<file path="src/rtl/ula_multiciclo.sv">
// Multi-cycle ALU: single-cycle logic/arith/branch ops plus iterative shift-add
// multiply and restoring divide. Define ULA_OVERFLOW_EN to add the overflow output.
module ula_multiciclo #(
    parameter int WIDTH = 32
) (
    input  logic             clock,
    input  logic             reset,
    input  logic             start,
    input  logic [3:0]       sinal_controle,
    input  logic [WIDTH-1:0] a,
    input  logic [WIDTH-1:0] b,
    input  logic [4:0]       shamt,
    output logic [WIDTH-1:0] resultado,
    output logic [WIDTH-1:0] resultado_hi,
    output logic             zero,
    output logic             condicao,
    output logic             erro,
`ifdef ULA_OVERFLOW_EN
    output logic             overflow,
`endif
    output logic             busy,
    output logic             done
);
    localparam int CW = $clog2(WIDTH) + 1;

    typedef enum logic [1:0] {IDLE, MUL, DIV} state_t;

    state_t           state_q, state_d;
    logic [CW-1:0]    count_q, count_d;
    logic [WIDTH-1:0] oper_q, oper_d;
    logic [WIDTH-1:0] work_hi_q, work_hi_d;
    logic [WIDTH-1:0] work_lo_q, work_lo_d;
    logic [WIDTH-1:0] res_q, res_d;
    logic [WIDTH-1:0] res_hi_q, res_hi_d;
    logic             zero_q, zero_d;
    logic             cond_q, cond_d;
    logic             erro_q, erro_d;
    logic             done_q, done_d;
`ifdef ULA_OVERFLOW_EN
    logic             ovf_q, ovf_d;
    logic             ovf_c;
`endif

    logic [WIDTH-1:0] sum_c, diff_c, alu_c;
    logic             cond_c, err_c;

    // Single-cycle result path
    always_comb begin
        sum_c  = a + b;
        diff_c = a - b;
        alu_c  = '0;
        cond_c = 1'b0;
        err_c  = 1'b0;
        case (sinal_controle)
            4'd0:  alu_c = a & b;
            4'd1:  alu_c = a | b;
            4'd2:  alu_c = sum_c;
            4'd3:  alu_c = diff_c;
            4'd6:  alu_c = b >> shamt;
            4'd7:  alu_c = b << shamt;
            4'd8:  alu_c = ~(a | b);
            4'd9:  begin alu_c = diff_c; cond_c = (a == b); end
            4'd10: begin alu_c = diff_c; cond_c = ($signed(a) < $signed(b)); end
            4'd11: begin alu_c = diff_c; cond_c = ($signed(a) > $signed(b)); end
            4'd12: begin alu_c = diff_c; cond_c = (a != b); end
            4'd13: alu_c = a;
            default: err_c = 1'b1;
        endcase
`ifdef ULA_OVERFLOW_EN
        ovf_c = 1'b0;
        if (sinal_controle == 4'd2)
            ovf_c = (a[WIDTH-1] == b[WIDTH-1]) && (sum_c[WIDTH-1] != a[WIDTH-1]);
        else if (sinal_controle == 4'd3)
            ovf_c = (a[WIDTH-1] != b[WIDTH-1]) && (diff_c[WIDTH-1] != a[WIDTH-1]);
`endif
    end

    // One iteration step each for multiply ({hi,lo} shifts right) and divide
    logic [WIDTH:0]   mul_sum, div_shift, div_diff;
    logic [WIDTH-1:0] mul_hi_n, mul_lo_n, div_hi_n, div_lo_n;

    always_comb begin
        mul_sum   = {1'b0, work_hi_q} + (work_lo_q[0] ? {1'b0, oper_q} : '0);
        mul_hi_n  = mul_sum[WIDTH:1];
        mul_lo_n  = {mul_sum[0], work_lo_q[WIDTH-1:1]};
        div_shift = {work_hi_q, work_lo_q[WIDTH-1]};
        div_diff  = div_shift - {1'b0, oper_q};
        // Borrow out of the trial subtraction means restore the shifted remainder
        div_hi_n  = div_diff[WIDTH] ? div_shift[WIDTH-1:0] : div_diff[WIDTH-1:0];
        div_lo_n  = {work_lo_q[WIDTH-2:0], ~div_diff[WIDTH]};
    end

    always_comb begin
        state_d   = state_q;
        count_d   = count_q;
        oper_d    = oper_q;
        work_hi_d = work_hi_q;
        work_lo_d = work_lo_q;
        res_d     = res_q;
        res_hi_d  = res_hi_q;
        zero_d    = zero_q;
        cond_d    = cond_q;
        erro_d    = erro_q;
        done_d    = 1'b0;
`ifdef ULA_OVERFLOW_EN
        ovf_d     = ovf_q;
`endif
        case (state_q)
            IDLE: begin
                if (start) begin
                    count_d   = '0;
                    work_hi_d = '0;
                    if (sinal_controle == 4'd4) begin
                        oper_d    = a;
                        work_lo_d = b;
                        state_d   = MUL;
                    end else if (sinal_controle == 4'd5 && b != '0) begin
                        oper_d    = b;
                        work_lo_d = a;
                        state_d   = DIV;
                    end else if (sinal_controle == 4'd5) begin
                        res_d    = '1;
                        res_hi_d = a;
                        zero_d   = 1'b0;
                        cond_d   = 1'b0;
                        erro_d   = 1'b1;
                        done_d   = 1'b1;
`ifdef ULA_OVERFLOW_EN
                        ovf_d    = 1'b0;
`endif
                    end else begin
                        res_d    = alu_c;
                        res_hi_d = '0;
                        zero_d   = (alu_c == '0);
                        cond_d   = cond_c;
                        erro_d   = err_c;
                        done_d   = 1'b1;
`ifdef ULA_OVERFLOW_EN
                        ovf_d    = ovf_c;
`endif
                    end
                end
            end
            MUL, DIV: begin
                count_d   = count_q + 1'b1;
                work_hi_d = (state_q == MUL) ? mul_hi_n : div_hi_n;
                work_lo_d = (state_q == MUL) ? mul_lo_n : div_lo_n;
                if (count_q == CW'(WIDTH - 1)) begin
                    state_d  = IDLE;
                    res_d    = work_lo_d;
                    res_hi_d = work_hi_d;
                    zero_d   = (work_lo_d == '0);
                    cond_d   = 1'b0;
                    erro_d   = 1'b0;
                    done_d   = 1'b1;
`ifdef ULA_OVERFLOW_EN
                    ovf_d    = 1'b0;
`endif
                end
            end
            default: state_d = IDLE;
        endcase
    end

    always_ff @(posedge clock or posedge reset) begin
        if (reset) begin
            state_q   <= IDLE;
            count_q   <= '0;
            oper_q    <= '0;
            work_hi_q <= '0;
            work_lo_q <= '0;
            res_q     <= '0;
            res_hi_q  <= '0;
            zero_q    <= 1'b0;
            cond_q    <= 1'b0;
            erro_q    <= 1'b0;
            done_q    <= 1'b0;
`ifdef ULA_OVERFLOW_EN
            ovf_q     <= 1'b0;
`endif
        end else begin
            state_q   <= state_d;
            count_q   <= count_d;
            oper_q    <= oper_d;
            work_hi_q <= work_hi_d;
            work_lo_q <= work_lo_d;
            res_q     <= res_d;
            res_hi_q  <= res_hi_d;
            zero_q    <= zero_d;
            cond_q    <= cond_d;
            erro_q    <= erro_d;
            done_q    <= done_d;
`ifdef ULA_OVERFLOW_EN
            ovf_q     <= ovf_d;
`endif
        end
    end

    assign resultado    = res_q;
    assign resultado_hi = res_hi_q;
    assign zero         = zero_q;
    assign condicao     = cond_q;
    assign erro         = erro_q;
    assign done         = done_q;
    assign busy         = (state_q != IDLE);
`ifdef ULA_OVERFLOW_EN
    assign overflow     = ovf_q;
`endif

endmodule

</file>
<file path="config.mk">
export PLATFORM = sky130hd
export DESIGN_NAME = ula_multiciclo
export DESIGN_NICKNAME = d
export VERILOG_FILES = /design/src/rtl/ula_multiciclo.sv
export SDC_FILE = /design/constraint.sdc
export NUM_CORES = 1
export LEC_CHECK = 0
export CAP_MARGIN = 10
export CORE_ASPECT_RATIO = 0.7
export CORE_MARGIN = 2
export CORE_UTILIZATION = 25
export CTS_BUF_LIST = sky130_fd_sc_hd__clkbuf_4
export DETAILED_ROUTE_END_ITERATION = 12
export PLACE_DENSITY = 0.47
export SYNTH_ARGS = -nofsm -noshare
export SYNTH_HDL_FRONTEND = slang
export SYNTH_SLANG_ARGS = --single-unit
</file>
<file path="constraint.sdc">
create_clock -name clock -period 9.3 [get_ports clock]
set_clock_uncertainty 0.05 [all_clocks]
set_input_delay 0.93 -clock clock [delete_from_list [all_inputs] [get_ports clock]]
set_output_delay 0.93 -clock clock [all_outputs]
set_load 0.03 [all_outputs]
</file>
==> metrics.cfg <==
[run_status]
status = complete, no violations

[clock_tree]
hold_buffers = 0
clk_latency_ps = 660
cts_setup_buffers = 0
cts-root-buf = clkbuf_4
clk_path_buf_depth = 2
cts.sinks = 172
numCtsBuffers = 17
clkSlewWorstSetupHoldPaths_ps = 180
cts_max_level = 4
cts_resized = 0
cts_tree = built

[finish]
regArea_sq_um = 4300
syn_to_final_growth_pct = 13.1
nFillCells = 9869
drive_gt1_share_pct = 9.23
multi_input_area_sq_um = 17000
stdcell_count = 4271
num-nets-final = 3283

[detailed_routing]
vias = 24459
drc = 0
drt_iter0_markers = 3519
routedWlPerCell_um = 27.0
wirelength_um = 115000
dr.pass1.iters = 5
ant_nets = 0
vias_per_cell = 5.73

[global_route]
track_usage_pct = 24.3
grt_max_degree = 107
grt_first_pass_wirelength_um = 167000
antenna_found_initial = 7
grt_overflow_total = 0
grt_pass1_vias = 22927

[critical_path]
required_ps = 9850
timing.rr.end = resultado[0]$_DFFE_PP0P_
critPathKind = in -> reg
end_kind = flop
ff2ff_setup_slack_ps = 3870
r2r_start = work_lo_q[31]$_DFFE_PP0P_
crit_path_start_kind = input pin
worstPathArrival_ps = 6720
reg2reg_depth = 16
critPathMaxFanout = 13

[worst_hold_path]
min_from = resultado[0]$_DFFE_PP0P_
holdPathStages = 2
min_to = resultado[0]$_DFFE_PP0P_
hp-class = reg -> reg

[synth]
synth_common_cells = nand2_1 (321), a21oi_1 (311), nor2_1 (309), o21ai_0 (245)
syn_inst = 3018
synth-edff-count = 0
synth.most_common_cell = nand2_1
synth_warnings = 0
synth_top_area_share_pct = 19.0
ys_ff_latch = 172
synth_top_area_cell = dfrtp_1
syn_nets = 3270
ys_seq_area_share_pct = 19.0
synth_area_per_cell_sq_um = 7.52
synth.area.top_cells = dfrtp_1 (19%), ha_1 (9.5%), a21oi_1 (6.9%), mux4_2 (5.9%), o21ai_0 (5.4%)
synth_ff_type = dfrtp_1
netlist_area_sq_um = 22700
asyncSetResetFlopFracSynth_pct = 100
ys_types = 91

[sta]
drv_slew = 0
report.final.hold_viol_count = 0
whs_ps = 442
finalCritPeriodShare_pct = 66.4
setup_ws_ps = 3120
fmax_ghz = 0.162
relSlewSlack_pct = 9.68
fin_setup_tns_ps = 0
tightest_slew_ps = 1340
setup_violations = 0
grt_setup_unrepaired = false
layout_min_cycle_time_ps = 6180

[floorplanning]
dieArea_sq_um = 93200
row_count = 92
core_sq_um = 89900
die-height_um = 256
dieWidth_um = 364
start_util_pct = 25.2
io_pins = 145

[placed_design]
hpwl_um = 90600
port_buffers = 144
placedCellCount = 4233
dp_slack_ps = 2800
place.gp.congestion = 1.03

[pwr]
finalPower_uw = 6100
ir_drop_v = 0.000204
powerDensity_nw_per_um2 = 238
p_leak_uw = 0.0106

[job]
max_cap_violations = 0

metrics by stage:
step           utilization, %  area [sq um]
2_1_floorplan               -         22700
3_3_place_gp             28.2         25400
3_5_place_dp             28.2         25400
4_1_cts                  28.5         25600
5_1_grt                  28.5         25600
6_report                 28.5         25700
cell usage in the layout, fill, tap and decap left out, drive strengths merged, types with 29 or more instances in the layout:
cell type / n
ha: 172
inv: 163
mux2i: 105
and2: 48
a211oi: 43
o21ai: 248
nand3: 73
a21o: 41
a21oi: 311
nor4: 29
mux4: 59
buf: 79
clkdlybuf4s50: 138
nor2: 309
nand2: 321
xnor2: 43
nor3: 61
mux2: 54
dfrtp: 172
sequential cells by signal, summed over array words and instances (netlist names):
register and flops:
count_q 6, state_q 2, resultado_hi 32, oper_q 32, done 1, work_lo_q 32, zero 1, resultado 32
erro 1, condicao 1, work_hi_q 32
area by class of cell:
type,count,area share [%]
Timing Repair Buffer,218,7.68
Multi-Input combinational cell,2465,66.1
Inverter,157,2.33
Clock inverter,14,0.570
Clock buffer,18,0.527
Tap cell,1222,5.96
Sequential cell,172,16.8
Antenna cell,5,0.0488
worst max-delay path, stage by stage:
cell	delay, ps
clkdlybuf4s50_1	930
inv_1	210
ha_1	600
nor2b_1	140
nor4_1	610
a2111oi_2	250
o31ai_1	800
nand2_1	260
a2111oi_0	450
a21oi_1	130
or4_1	500
nor4_1	570
nand4_1	170
o21ai_1	150
where the power goes:
group | switching [uW] | leakage, uW | internal, uW
Sequential | 357 | 0.00214 | 1080
Clock | 346 | 0.000154 | 126
Combinational | 2690 | 0.00826 | 1500
Total | 3390 | 0.0106 | 2700
kinds of logic (layout without fill, tap and decap cells):
family | after synthesis | after routing | synth area share [%]
simple gates | 1018 | 1018 | 20.9
compound gates | 990 | 990 | 28.0
buf+inv | 381 | 407 | 6.75
mux | 218 | 218 | 13.2
fa+ha+maj | 177 | 177 | 9.89
flops | 172 | 172 | 19.0
xor+xnor | 62 | 62 | 2.39
other cells | 0 | 5 | 0
how the worst max path moves through the flow:
stage               depth (start not counted)                    to  start  slack [ps]
global route                               14      zero$_DFFE_PP0P_   b[6]        3110
floorplan                                   1  condicao$_DFFE_PP0P_  reset        3660
detailed placement                         14      zero$_DFFE_PP0P_   b[6]        2800
CTS                                        14      zero$_DFFE_PP0P_   b[6]        3500
finish                                     14      zero$_DFFE_PP0P_   b[6]        3120
global placement                           14      zero$_DFFE_PP0P_   b[1]        2550
metal layers:
metal	up-vias	wire (um)	global-route usage, %
met4	6	1420	3.35
li1	11120	-	-
met1	11988	55900	37.5
met5	-	44	0
met2	1252	44800	32.6
met3	93	13200	7.83
No activity file was read; power rests on OpenSTA's default activity.
